### config.mk
export PLATFORM = sky130hd
export DESIGN_NAME = alu_seq_flags
export DESIGN_NICKNAME = d
export VERILOG_FILES = /design/src/rtl/alu_seq_flags.sv
export SDC_FILE = /design/constraint.sdc
export NUM_CORES = 1
export LEC_CHECK = 0
export ABC_AREA = 1
export ABC_CLOCK_PERIOD_IN_PS = 3020
export CORE_UTILIZATION = 55
export CTS_BUF_LIST = sky130_fd_sc_hd__clkbuf_2
export DETAILED_ROUTE_END_ITERATION = 6
export PLACE_DENSITY = 0.81
export SKIP_LAST_GASP = 1
export SYNTH_ARGS = -nofsm -noshare
export SYNTH_HDL_FRONTEND = slang
export SYNTH_SLANG_ARGS = --single-unit
export TNS_END_PERCENT = 100
### constraint.sdc
create_clock -name CLK -period 3.02 [get_ports CLK]
set_input_delay 0.755 -clock CLK [delete_from_list [all_inputs] [get_ports CLK]]
set_output_delay 0.755 -clock CLK [all_outputs]
set_load 0.01 [all_outputs]
### src/rtl/alu_seq_flags.sv
//------------------------------------------------------------------------------
// alu_seq_flags : accumulator ALU with E/Z/N/V flags, skip decision and
//                 multi-cycle MUL / ROTN behind a start/busy/valid handshake.
// Revision 1.0
//------------------------------------------------------------------------------
`default_nettype none

module alu_seq_flags #(
  parameter int A   = 16,
  parameter int SHW = $clog2(A)
) (
  input  logic         CLK,
  input  logic         RST_N,
  input  logic         start,
  input  logic [3:0]   ALUOP,
  input  logic [A-1:0] op1,
  input  logic [A-1:0] op2,
  output logic [A-1:0] data,
  output logic         valid,
  output logic         busy,
  output logic         skip,
  output logic         E,
  output logic         Z,
  output logic         N,
  output logic         V
);

  localparam int CW = $clog2(A + 1);

  localparam logic [3:0] c_AND  = 4'b0000;
  localparam logic [3:0] c_ADD  = 4'b0001;
  localparam logic [3:0] c_CLA  = 4'b0010;
  localparam logic [3:0] c_CMA  = 4'b0011;
  localparam logic [3:0] c_CIR  = 4'b0100;
  localparam logic [3:0] c_CIL  = 4'b0101;
  localparam logic [3:0] c_INC  = 4'b0110;
  localparam logic [3:0] c_CLE  = 4'b0111;
  localparam logic [3:0] c_CME  = 4'b1000;
  localparam logic [3:0] c_SPA  = 4'b1001;
  localparam logic [3:0] c_SNA  = 4'b1010;
  localparam logic [3:0] c_SZA  = 4'b1011;
  localparam logic [3:0] c_SZE  = 4'b1100;
  localparam logic [3:0] c_LDA  = 4'b1101;
  localparam logic [3:0] c_MUL  = 4'b1110;
  localparam logic [3:0] c_ROTN = 4'b1111;

  typedef enum logic [0:0] {S_IDLE = 1'b0, S_RUN = 1'b1} state_t;

  state_t         r_state;
  logic [CW-1:0]  r_cnt;
  logic           r_is_mul;
  logic [2*A-1:0] r_mc;
  logic [A-1:0]   r_mp;
  logic [2*A-1:0] r_prod;
  logic [A-1:0]   r_rot;
  logic           r_rote;

  logic [A:0]     w_sum;
  logic [A-1:0]   w_res;
  logic           w_e;
  logic           w_v;
  logic           w_skip;
  logic           w_zn;
  logic [SHW-1:0] w_amt;
  logic           w_multi;
  logic [2*A-1:0] w_prod;
  logic [A-1:0]   w_fin_data;
  logic           w_fin_e;

  // Single-cycle result, evaluated from the live inputs for the accepting edge.
  always_comb begin
    w_sum  = {1'b0, op1} + {1'b0, op2};
    w_res  = data;
    w_e    = E;
    w_v    = V;
    w_skip = 1'b0;
    w_zn   = 1'b0;
    case (ALUOP)
      c_AND: begin w_res = op1 & op2; w_zn = 1'b1; end
      c_ADD: begin
        w_res = w_sum[A-1:0];
        w_e   = w_sum[A];
        w_v   = (op1[A-1] == op2[A-1]) && (w_sum[A-1] != op1[A-1]);
        w_zn  = 1'b1;
      end
      c_CLA: begin w_res = '0; w_zn = 1'b1; end
      c_CMA: begin w_res = ~op1; w_zn = 1'b1; end
      c_CIR: begin w_res = {E, op1[A-1:1]}; w_e = op1[0]; w_zn = 1'b1; end
      c_CIL: begin w_res = {op1[A-2:0], E}; w_e = op1[A-1]; w_zn = 1'b1; end
      c_INC: begin w_res = op1 + A'(1); w_zn = 1'b1; end
      c_CLE: w_e = 1'b0;
      c_CME: w_e = ~E;
      c_SPA: begin w_res = '0; w_skip = ~op1[A-1]; end
      c_SNA: begin w_res = '0; w_skip = op1[A-1]; end
      c_SZA: begin w_res = '0; w_skip = (op1 == '0); end
      c_SZE: begin w_res = '0; w_skip = ~E; end
      default: begin w_res = op1; w_zn = 1'b1; end  // LDA, and ROTN by zero
    endcase
  end

  assign w_amt      = op2[SHW-1:0];
  assign w_multi    = (ALUOP == c_MUL) || ((ALUOP == c_ROTN) && (w_amt != '0));
  assign w_prod     = r_prod + (r_mp[0] ? r_mc : '0);
  assign w_fin_data = r_is_mul ? w_prod[A-1:0] : {r_rote, r_rot[A-1:1]};
  assign w_fin_e    = r_is_mul ? (|w_prod[2*A-1:A]) : r_rot[0];

  always_ff @(posedge CLK or negedge RST_N) begin
    if (!RST_N) begin
      r_state  <= S_IDLE;
      r_cnt    <= '0;
      r_is_mul <= 1'b0;
      r_mc     <= '0;
      r_mp     <= '0;
      r_prod   <= '0;
      r_rot    <= '0;
      r_rote   <= 1'b0;
      data     <= '0;
      valid    <= 1'b0;
      busy     <= 1'b0;
      skip     <= 1'b0;
      E        <= 1'b0;
      Z        <= 1'b0;
      N        <= 1'b0;
      V        <= 1'b0;
    end else begin
      valid <= 1'b0;
      case (r_state)
        S_IDLE: begin
          if (start) begin
            if (w_multi) begin
              r_state  <= S_RUN;
              busy     <= 1'b1;
              r_is_mul <= (ALUOP == c_MUL);
              r_cnt    <= (ALUOP == c_MUL) ? CW'(A) : CW'(w_amt);
              r_mc     <= {{A{1'b0}}, op1};
              r_mp     <= op2;
              r_prod   <= '0;
              r_rot    <= op1;
              r_rote   <= E;
            end else begin
              data  <= w_res;
              E     <= w_e;
              V     <= w_v;
              skip  <= w_skip;
              valid <= 1'b1;
              if (w_zn) begin
                Z <= (w_res == '0);
                N <= w_res[A-1];
              end
            end
          end
        end
        default: begin
          r_cnt  <= r_cnt - CW'(1);
          r_prod <= w_prod;
          r_mc   <= r_mc << 1;
          r_mp   <= r_mp >> 1;
          r_rot  <= {r_rote, r_rot[A-1:1]};
          r_rote <= r_rot[0];
          if (r_cnt == CW'(1)) begin
            r_state <= S_IDLE;
            busy    <= 1'b0;
            valid   <= 1'b1;
            data    <= w_fin_data;
            E       <= w_fin_e;
            Z       <= (w_fin_data == '0);
            N       <= w_fin_data[A-1];
            skip    <= 1'b0;
          end
        end
      endcase
    end
  end

endmodule

`default_nettype wire

==> out/qor.csv <==
metric,value,unit
status,"complete, no violations",
clock-sinks,127,
start_util,57.0,%
worst_slew_pin_slew,604,ps
cts_root_buf,clkbuf_2,
drt_iter0_drc,1188,
switching_share,50.1,%
synth.distinct_cells,51,
timing.critical_path.buf_inv,2,
synth.area.mux_share,0,%
grt_overflow,0,
cp_top_family,simple AND/OR/NAND/NOR gates,
rr_worst_depth,21,
maxSlewViolCount,0,
dp_hpwl,29000,um
setup_ws,124,ps
cp_common_cell,nand2_1,
switchingPower,5170,uW
final_cell_mix,"594 x nand2_1, 283 x inv_1, 138 x nor2_1",
final_util,67.8,%
syn_avg_cell_area,6.21,sq um
fp.coreArea,0.0190,sq mm
ys_seq_area_share,29.4,%
routed_wl,37800,um
powerDensity,804,mW/mm^2
relSlewSlack,59.7,%
synth-xor-area-share,1.05,%
clockBufferDepth,2,
grt_start_max_net_pins,103,
synthesis.nets,1832,
synth_area,0.0108,sq mm
synth_top_family_by_area,simple AND/OR/NAND/NOR gates,
grt_pass1_vias,11100,
p_comb_share,59.5,%
whs,445,ps
cts_tree,done,
rsz0062_at_grt,false,
synthCells,1740,
synth_seq_cells,127,
internal_power,5150,uW
dr.pass1.iters,6,
ys_async_sr_fraction,100,%
r2r_slack,120,ps
num_vias,12100,
cp-start-kind,register,
hold_viol_final,0,
clkTransAtPathRegs,310,ps
fin_crit_sh,95.9,%
grt_pass1_wl,58400,um
rr_startpoint,r_mp[0],
port_buffers,61,
drtAntennaViolNets,0,
layout-drive-gt1-share,11.7,%
insertion_delay,760,ps
required,3670,ps
max_cap_violations,0,
area_growth_syn_to_layout,18.9,%
p_clk_share,12.5,%
drc,0,
critPathMaxFanout,8,
rows,50,
synth_enable_flop_cells,0,
boundaryPins,62,
synthFlopType,dfrtp_1,
antenna_found_initial,2,
fin_nets,1976,
holdCritPathClass,input port to async pin,
mostFrequentLayoutCell,nand2_1,
cts-buffers-inserted,17,
htreeDepth,4,
die-area,0.0202,sq mm
grt_usage,38.0,%
final.setup_skew,80.5,ps
critical_path_class,register to register,
leakage,0.00697,uW
p_seq_share,28.0,%
die-width,142,um
synth_fa_ha_area_share,6.28,%
rr_endpoint,E,
max_stage_delay,540,ps
power.total,10300,uW
vias_per_cell,5.59,
wl_per_cell,17.5,um
end_kind,register,
worstPathArrival,3550,ps
die_h,142,um
synth_warnings,0,
synth_compound_area_share,14.9,%
max_freq,0.345,GHz
synthSimpleGateAreaFrac,35.7,%
path_cells,buf_12 > nand2_1 > inv_1 > ha_2 > fa_2 > nand3_1 > nand3_2 > nand2_1 > nand2_1 > nand2_1 > nand2_2 > nand2_1 > nand2_1 > nand2_1 > nand2_1 > nor2_1 > nand2_1 > nor2_1 > nand3_2 > nand2_2 > a21oi_1,
critPathSlowestCell,dfrtp_2,
place_ws,-216,ps
setup_viol,0,
globalplace.congestion,1.06,
fin_crit,2900,ps
peakVddDrop,0.728,mV
==> repair_timing <==
item,CTS,global route
endpoints found under the hold margin,37,0
hold buffers,1,0
endpoints found under the setup margin,1,4
cloned,0,2
pin swaps,0,10
resized for setup,1,42
setup buffers,0,1
==> Yosys cell counts, types with 16 or more instances <==
library cell,number,share of area (%)
a21oi_1,61,2.8
nand4_1,16,0.93
nand2_1,606,21
nor3_1,18,0.83
nand3_1,98,4.5
nor2_1,143,5.0
dfrtp_1,127,29
o22ai_1,35,2.0
ha_1,51,5.9
o21ai_0,127,5.9
inv_1,284,9.9
buf_2,19,0.88
clkbuf_1,23,0.80
==> through the flow <==
stage                     setup TNS (ps)  cells  instance area, sq um
final                                  0   2158                 12800
after global routing                   0   2158                 12800
after CTS                              0   2154                 12700
after detailed placement            -512   2121                 12400
after global placement              -206   2121                 12400
after floorplan                        0   1740                 10800
==> flip-flops by register name (all words and copies together) (netlist names) <==
| name | flops |
|---|---|
| valid | 1 |
| N | 1 |
| E | 1 |
| r_mc | 32 |
| Z | 1 |
| r_cnt | 5 |
| r_mp | 16 |
| r_rot | 16 |
| r_prod | 32 |
| skip | 1 |
| data | 16 |
| r_is_mul | 1 |
| V | 1 |
| r_state | 1 |
| r_rote | 1 |
| busy | 1 |
==> power by group through the flow <==
| stage | Combinational, uW | Sequential, uW | Clock [uW] |
|---|---|---|---|
| after global placement | 5620 | 2860 | 0 |
| after detailed placement | 5770 | 2880 | 0 |
| after global routing | 6760 | 2960 | 1360 |
| after CTS | 5800 | 2850 | 1300 |
| after floorplan | 3800 | 2790 | 0 |
| final | 6140 | 2890 | 1290 |
==> worst reg2reg max path, cell delays in order, from the launching register on <==
cell     delay, ps
dfrtp_2        540
buf_12         170
nand2_1         60
inv_1           40
ha_2           180
fa_2           400
nand3_1        100
nand3_2         80
nand2_1         60
nand2_1         90
nand2_1        100
nand2_2        120
nand2_1        120
nand2_1         60
nand2_1         60
nand2_1         60
nor2_1          90
nand2_1        100
nor2_1         130
nand3_2        110
nand2_2        110
a21oi_1         70
==> how the worst max path moves through the flow <==
stage               startpoint  to  slack, ps  depth (start not counted)
finish                 r_mp[0]   E        120                         21
global route           r_mp[0]   E        0.6                         21
detailed placement      op1[0]   Z       -220                         15
floorplan              r_mp[0]   Z        470                         17
global placement        op1[0]   Z       -140                         15
CTS                    r_mp[0]   E         50                         21
==> layout make-up <==
cell class                      count  area (sq um)
Fill cell                        1747          6110
Clock inverter                     14           181
Clock buffer                       18          90.1
Timing Repair Buffer              176          1590
Antenna cell                        1          2.50
Sequential cell                   127          3180
Multi-Input combinational cell   1270          6380
Inverter                          292          1100
Tap cell                          260           325
==> logic make-up (layout without fill, tap and decap cells) <==
group / after synthesis / after routing
simple gates: 925 / 925
fa+ha+maj: 53 / 53
flops: 127 / 127
xor+xnor: 13 / 13
other cells: 0 / 1
compound gates: 279 / 279
buf+inv: 343 / 500
==> per-layer routing <==
| layer | up-vias | track usage, % | wire [um] |
|---|---|---|---|
| met3 | 109 | 5.48 | 3150 |
| met2 | 612 | 60.2 | 17000 |
| met1 | 5521 | 51.1 | 15800 |
| met5 | - | 0 | 13 |
| li1 | 5821 | - | - |
| met4 | 2 | 17.9 | 1800 |
No activity file was read; power rests on OpenSTA's default activity.
